### config.mk
export PLATFORM = sky130hd
export DESIGN_NAME = cbrt_sched_flat
export DESIGN_NICKNAME = d
export VERILOG_FILES = /design/src/rtl/cbrt_sched_if.sv /design/src/rtl/cbrt_sched.sv /design/src/flat_wrapper.sv
export SDC_FILE = /design/constraint.sdc
export NUM_CORES = 1
export LEC_CHECK = 0
export BUFFER_PORTS_ARGS = -buffer_cell sky130_fd_sc_hd__buf_2
export CAP_MARGIN = 20
export CORE_UTILIZATION = 54
export DETAILED_ROUTE_END_ITERATION = 10
export PLACE_DENSITY = 0.89
export SLEW_MARGIN = 20
export SYNTH_ARGS = -nofsm -noshare
export SYNTH_HDL_FRONTEND = slang
export SYNTH_SLANG_ARGS = --single-unit
### constraint.sdc
create_clock -name clk -period 4 [get_ports clk]
set_input_delay 0.4 -clock clk [delete_from_list [all_inputs] [get_ports clk]]
set_output_delay 0.4 -clock clk [all_outputs]
set_load 0.05 [all_outputs]
### src/rtl/cbrt_sched_if.sv
// Requester-side bus of cbrt_sched: per-client request handshake and one-hot response pulse.
interface cbrt_sched_if #(
  parameter int N_REQ = 4,
  parameter int W_X   = 8,
  parameter int W_R   = 3
);
  logic [N_REQ-1:0]     req_valid;
  logic [N_REQ*W_X-1:0] req_x;
  logic [N_REQ-1:0]     req_ready;
  logic [N_REQ-1:0]     rsp_valid;
  logic [W_R-1:0]       rsp_result;
  logic                 rsp_err;

  modport master (output req_valid, req_x, input req_ready, rsp_valid, rsp_result, rsp_err);
  modport slave  (input req_valid, req_x, output req_ready, rsp_valid, rsp_result, rsp_err);
endinterface

### src/rtl/cbrt_sched.sv
// Round-robin scheduler sharing one cbrt engine between N_REQ requesters.
// Optional one-entry result cache is built in when CBRT_SCHED_CACHE_EN is defined.
module cbrt_sched #(
  parameter int N_REQ  = 4,
  parameter int W_X    = 8,
  parameter int W_R    = 3,
  parameter int WD_CYC = 4
) (
  input  logic           clk,
  input  logic           rst,
  cbrt_sched_if.slave    bus,
  output logic           eng_rst,
  output logic           eng_start,
  output logic [W_X-1:0] eng_x,
  input  logic           eng_busy,
  input  logic [W_R-1:0] eng_result,
  output logic           sched_busy
);
  localparam int PW = $clog2(N_REQ);
  localparam int WW = $clog2(WD_CYC + 1);

  typedef enum logic [2:0] {IDLE, ISSUE, WAIT_BUSY, WAIT_DONE, RESP} state_t;

  state_t         state_q, state_d;
  logic [PW-1:0]  rr_ptr_q, rr_ptr_d;
  logic [PW-1:0]  owner_q, owner_d;
  logic [W_X-1:0] x_q, x_d;
  logic [WW-1:0]  wd_q, wd_d;
  logic [N_REQ-1:0] rsp_valid_q, rsp_valid_d;
  logic [W_R-1:0] rsp_result_q, rsp_result_d;
  logic           rsp_err_q, rsp_err_d;
  logic           eng_start_q, eng_start_d;
  logic [W_X-1:0] eng_x_q, eng_x_d;

`ifdef CBRT_SCHED_CACHE_EN
  logic           c_valid_q, c_valid_d;
  logic [W_X-1:0] c_x_q, c_x_d;
  logic [W_R-1:0] c_root_q, c_root_d;
`endif

  logic           grant_any;
  logic [PW-1:0]  grant_idx;
  logic [W_X-1:0] grant_x;
  logic           accept;

  // First valid requester at or above rr_ptr, wrapping around.
  always_comb begin
    int idx;
    idx       = 0;
    grant_any = 1'b0;
    grant_idx = '0;
    for (int k = 0; k < N_REQ; k++) begin
      idx = int'(rr_ptr_q) + k;
      if (idx >= N_REQ) idx = idx - N_REQ;
      if (!grant_any && bus.req_valid[idx]) begin
        grant_any = 1'b1;
        grant_idx = PW'(idx);
      end
    end
  end

  assign grant_x = bus.req_x[int'(grant_idx)*W_X +: W_X];
  assign accept  = (state_q == IDLE) && !eng_busy && grant_any && !rst;

  always_comb begin
    bus.req_ready = '0;
    if (accept) bus.req_ready[grant_idx] = 1'b1;
  end

  always_comb begin
    state_d      = state_q;
    rr_ptr_d     = rr_ptr_q;
    owner_d      = owner_q;
    x_d          = x_q;
    wd_d         = wd_q;
    rsp_valid_d  = '0;
    rsp_result_d = '0;
    rsp_err_d    = 1'b0;
    eng_start_d  = 1'b0;
    eng_x_d      = '0;
`ifdef CBRT_SCHED_CACHE_EN
    c_valid_d    = c_valid_q;
    c_x_d        = c_x_q;
    c_root_d     = c_root_q;
`endif
    unique case (state_q)
      IDLE: begin
        if (accept) begin
          owner_d  = grant_idx;
          x_d      = grant_x;
          rr_ptr_d = (grant_idx == PW'(N_REQ - 1)) ? '0 : grant_idx + PW'(1);
`ifdef CBRT_SCHED_CACHE_EN
          if (c_valid_q && (c_x_q == grant_x)) begin
            state_d      = RESP;
            rsp_result_d = c_root_q;
          end else
`endif
          begin
            state_d     = ISSUE;
            eng_start_d = 1'b1;
            eng_x_d     = grant_x;
          end
        end
      end
      ISSUE: begin
        state_d = WAIT_BUSY;
        eng_x_d = x_q;
      end
      WAIT_BUSY: begin
        if (eng_busy) begin
          state_d = WAIT_DONE;
          eng_x_d = x_q;
        end else begin
          wd_d = wd_q + WW'(1);
          if (wd_d == WW'(WD_CYC)) begin
            state_d   = RESP;
            rsp_err_d = 1'b1;
          end else begin
            eng_x_d = x_q;
          end
        end
      end
      WAIT_DONE: begin
        if (eng_busy) begin
          eng_x_d = x_q;
        end else begin
          state_d      = RESP;
          rsp_result_d = eng_result;
`ifdef CBRT_SCHED_CACHE_EN
          c_valid_d    = 1'b1;
          c_x_d        = x_q;
          c_root_d     = eng_result;
`endif
        end
      end
      RESP: begin
        state_d = IDLE;
        wd_d    = '0;
      end
      default: state_d = IDLE;
    endcase
    if (state_d == RESP) rsp_valid_d[owner_d] = 1'b1;
  end

  always_ff @(posedge clk) begin
    if (rst) begin
      state_q      <= IDLE;
      rr_ptr_q     <= '0;
      owner_q      <= '0;
      x_q          <= '0;
      wd_q         <= '0;
      rsp_valid_q  <= '0;
      rsp_result_q <= '0;
      rsp_err_q    <= 1'b0;
      eng_start_q  <= 1'b0;
      eng_x_q      <= '0;
`ifdef CBRT_SCHED_CACHE_EN
      c_valid_q    <= 1'b0;
      c_x_q        <= '0;
      c_root_q     <= '0;
`endif
    end else begin
      state_q      <= state_d;
      rr_ptr_q     <= rr_ptr_d;
      owner_q      <= owner_d;
      x_q          <= x_d;
      wd_q         <= wd_d;
      rsp_valid_q  <= rsp_valid_d;
      rsp_result_q <= rsp_result_d;
      rsp_err_q    <= rsp_err_d;
      eng_start_q  <= eng_start_d;
      eng_x_q      <= eng_x_d;
`ifdef CBRT_SCHED_CACHE_EN
      c_valid_q    <= c_valid_d;
      c_x_q        <= c_x_d;
      c_root_q     <= c_root_d;
`endif
    end
  end

  assign bus.rsp_valid  = rsp_valid_q;
  assign bus.rsp_result = rsp_result_q;
  assign bus.rsp_err    = rsp_err_q;
  assign eng_rst        = rst;
  assign eng_start      = eng_start_q;
  assign eng_x          = eng_x_q;
  assign sched_busy     = (state_q != IDLE);
endmodule

### src/flat_wrapper.sv
// flat-port wrapper written by rule: the top's interface ports become plain ports
module cbrt_sched_flat 
#(
  parameter int N_REQ  = 4,
  parameter int W_X    = 8,
  parameter int W_R    = 3,
  parameter int WD_CYC = 4
)
  (clk, rst, eng_rst, eng_start, eng_x, eng_busy, eng_result, sched_busy, bus_req_valid, bus_req_x, bus_req_ready, bus_rsp_valid, bus_rsp_result, bus_rsp_err);
  cbrt_sched_if #(.N_REQ(N_REQ), .W_X(W_X), .W_R(W_R)) bus_i ();
  input  logic clk;
  input  logic rst;
  output logic eng_rst;
  output logic eng_start;
  output logic [W_X-1:0] eng_x;
  input  logic eng_busy;
  input  logic [W_R-1:0] eng_result;
  output logic sched_busy;
  input wire logic [$bits(bus_i.req_valid)-1:0] bus_req_valid;
  input wire logic [$bits(bus_i.req_x)-1:0] bus_req_x;
  output wire logic [$bits(bus_i.req_ready)-1:0] bus_req_ready;
  output wire logic [$bits(bus_i.rsp_valid)-1:0] bus_rsp_valid;
  output wire logic [$bits(bus_i.rsp_result)-1:0] bus_rsp_result;
  output wire logic [$bits(bus_i.rsp_err)-1:0] bus_rsp_err;
  assign bus_i.req_valid = bus_req_valid;
  assign bus_i.req_x = bus_req_x;
  assign bus_req_ready = bus_i.req_ready;
  assign bus_rsp_valid = bus_i.rsp_valid;
  assign bus_rsp_result = bus_i.rsp_result;
  assign bus_rsp_err = bus_i.rsp_err;
  cbrt_sched #(.N_REQ(N_REQ), .W_X(W_X), .W_R(W_R), .WD_CYC(WD_CYC)) u_core (.clk(clk), .rst(rst), .bus(bus_i), .eng_rst(eng_rst), .eng_start(eng_start), .eng_x(eng_x), .eng_busy(eng_busy), .eng_result(eng_result), .sched_busy(sched_busy));
endmodule
==> results.sh <==
export IMPL_dpl_cell_area_um2=2200
export IMPL_cts_tree="yes"
export IMPL_finalHoldViolCount=0
export IMPL_synth_cell_types=49
export IMPL_area_growth_pct=19.4
export IMPL_cts_root_buffer="clkbuf_4"
export IMPL_grt_pass1_vias=1610
export IMPL_worstHoldStart="eng_result[0]"
export IMPL_clock_latency_ps=350
export IMPL_synth_area_top_cells="dfxtp_1, nand2_1, ha_1"
export IMPL_hold_buffers=0
export IMPL_slew_violations=0
export IMPL_fin_nets=321
export IMPL_ir_worst_vdd_mv=0.178
export IMPL_synth_async_reset_ratio=0
export IMPL_dieWidth_um=61.3
export IMPL_cp_cell_sequence="mux2i_4 -> nor2_4 -> nor3_4 -> inv_2 -> ha_1 -> and2_1 -> buf_2"
export IMPL_share_comb_of_total_power=0.269
export IMPL_p_per_area_nw_per_um2=363
export IMPL_layout_common_cells="buf_2, dfxtp_1, nand2_1"
export IMPL_crit_fanout=16
export IMPL_core_area_um2=3360
export IMPL_fmax_mhz=378
export IMPL_tightest_slew_ps=757
export IMPL_cts_resized=0
export IMPL_cp_depth=7
export IMPL_max_stage_delay_ps=500
export IMPL_grt_pass1_wl_mm=6.99
export IMPL_numCtsBuffers=5
export IMPL_cp_startpoint="u_core.rr_ptr_q[1]"
export IMPL_slew_headroom=0.495
export IMPL_min_to="u_core.bus.rsp_result[0]"
export IMPL_avgSynthCellArea_um2=8.92
export IMPL_hp_class="input port to register"
export IMPL_cp_arrival_ps=2250
export IMPL_synth_edf_count=0
export IMPL_p_int_mw=0.553
export IMPL_p_clk_frac=0.262
export IMPL_overflow=0
export IMPL_numClockSinks=35
export IMPL_end_kind="primary output"
export IMPL_wl_per_cell_um=12.6
export IMPL_r2r_slack_ps=2020
export IMPL_r2r_end="u_core.x_q[7]"
export IMPL_cap_viol_max_count=0
export IMPL_sequentialPowerShare=0.469
export IMPL_fin_crit_sh=0.661
export IMPL_synth_top_area_cell="dfxtp_1"
export IMPL_drcViolationCount=0
export IMPL_antenna_found_initial=0
export IMPL_path_delay_family="simple AND/OR/NAND/NOR gates"
export IMPL_initial_core_util=0.565
export IMPL_cts_setup_buffers=0
export IMPL_setup_tns_ps=0
export IMPL_power_switching_mw=0.271
export IMPL_synthDominantCellAreaShare=0.369
export IMPL_portBuffers=64
export IMPL_syn_num_nets=261
export IMPL_grt_usage=0.255
export IMPL_synthFlopType="dfxtp_1"
export IMPL_final_area_um2=2270
export IMPL_die_height_um=61.3
export IMPL_finalSetupViolCount=0
export IMPL_final_layout_size_suffix_gt1_frac=0.314
export IMPL_syn_instance_count=213
export IMPL_hpwl_mm=3.13
export IMPL_viasPerCell=5.56
export IMPL_cts_max_level=2
export IMPL_grt_max_degree=24
export IMPL_status="completed"
export IMPL_finalWirelength_mm=4.04
export IMPL_rows=21
export IMPL_drtPass1Iterations=4
export IMPL_ios=65
export IMPL_power_mw=0.824
export IMPL_n_antenna_cell=0
export IMPL_r2r_start="u_core.state_q[2]"
export IMPL_die_area_um2=3760
export IMPL_ant_nets=0
export IMPL_cp_num_buf_inv=2
export IMPL_cts_path_max_buffers=2
export IMPL_criticalPathCategory="register to primary output"
export IMPL_hold_depth=2
export IMPL_worstRegToRegCells=5
export IMPL_p_sw_frac=0.329
export IMPL_start_kind="register"
export IMPL_clock_skew_ps=12.9
export IMPL_drtIter0Drc=64
export IMPL_yosysSeqAreaShare=0.369
export IMPL_cp_slowest_cell="dfxtp_1"
export IMPL_mappedNetlistArea_um2=1900
export IMPL_yosysWarningCount=0
export IMPL_place_congestion=0.831
export IMPL_cp_required_ps=3600
export IMPL_final_common_cell="buf_2"
export IMPL_leakagePower_nw=1.03
export IMPL_ys_ff_latch=35
export IMPL_rsz0062_at_grt="no"
export IMPL_vias=1778
export IMPL_min_period_ps=2650
export IMPL_path_clk_slew_ps=110
==> through the flow <==
step / hold slack, ps / std cells / setup WS [ps] / utilization
3_5_place_dp: 441 / 312 / 1490 / 0.654
5_1_grt: 267 / 320 / 1180 / 0.674
3_3_place_gp: 447 / 312 / 1550 / 0.654
6_report: 286 / 320 / 1350 / 0.674
2_1_floorplan: 425 / 213 / 1970 / -
4_1_cts: 278 / 320 / 1350 / 0.674
==> power by group through the flow <==
stage	clock (mW)	sequential [mW]	combinational, mW
after global routing	0.236	0.390	0.244
after floorplan	0	0.418	0.150
after CTS	0.220	0.387	0.222
final	0.216	0.387	0.221
after global placement	0	0.394	0.217
after detailed placement	0	0.395	0.221
==> flip-flops by register name, summed over array words and instances (netlist names) <==
register               cells
u_core.eng_x               8
u_core.x_q                 8
u_core.bus.rsp_valid       4
u_core.bus.rsp_result      3
u_core.state_q             3
u_core.wd_q                3
u_core.owner_q             2
u_core.rr_ptr_q            2
u_core.bus.rsp_err         1
u_core.eng_start           1
==> synthesized netlist by cell type, types with 2 or more instances <==
cell type and instances:
dfxtp_1 35, nand2_1 25, nor3_1 10, nor2_1 9, a211o_1 8, nand3_1 8, o211ai_1 7, a21oi_1 6
ha_1 6, o21ai_0 6, a31oi_1 5, nand3b_1 5, nand4_1 5, o21ai_1 5, o31a_1 5, o31ai_1 5
and2_1 4, and3_1 4, buf_6 4, inv_1 4, nand2b_1 4, and4_1 3, buf_2 3, clkbuf_1 3
mux2i_1 3, nor2b_1 3, a2bb2oi_1 2, and2_2 2, inv_2 2, nor3_4 2, nor3b_1 2
==> routing by layer <==
layer | wire length, um | global-route usage
met2 | 1940 | 0.416
met3 | 276 | 0.0693
met4 | 63 | 0.0942
met1 | 1760 | 0.321
met5 | 0 | 0
==> final cells by class <==
cell class | count | area (um^2)
Clock buffer | 8 | 68.8
Fill cell | 328 | 1090
Inverter | 6 | 22.5
Multi-Input combinational cell | 161 | 1100
Sequential cell | 35 | 701
Tap cell | 46 | 57.6
Timing Repair Buffer | 64 | 320
==> how the worst max path moves through the flow <==
stage | endpoint | slack [ps]
2_1_floorplan | bus_req_ready[3] | 1970
3_3_place_gp | bus_req_ready[0] | 1550
3_5_place_dp | bus_req_ready[1] | 1490
4_1_cts | bus_req_ready[0] | 1350
5_1_grt | bus_req_ready[0] | 1180
6_report | bus_req_ready[0] | 1350
==> cell families after synthesis <==
logic type / count (synthesis) / synth area share
AOI/OAI and AO/OA: 57 / 0.221
adders and majority gates: 6 / 0.0395
buffers and inverters: 17 / 0.0533
DFF: 35 / 0.369
muxes: 4 / 0.0276
and+or+nand+nor: 94 / 0.290
Note: power is estimated with default switching activity, not from simulation.
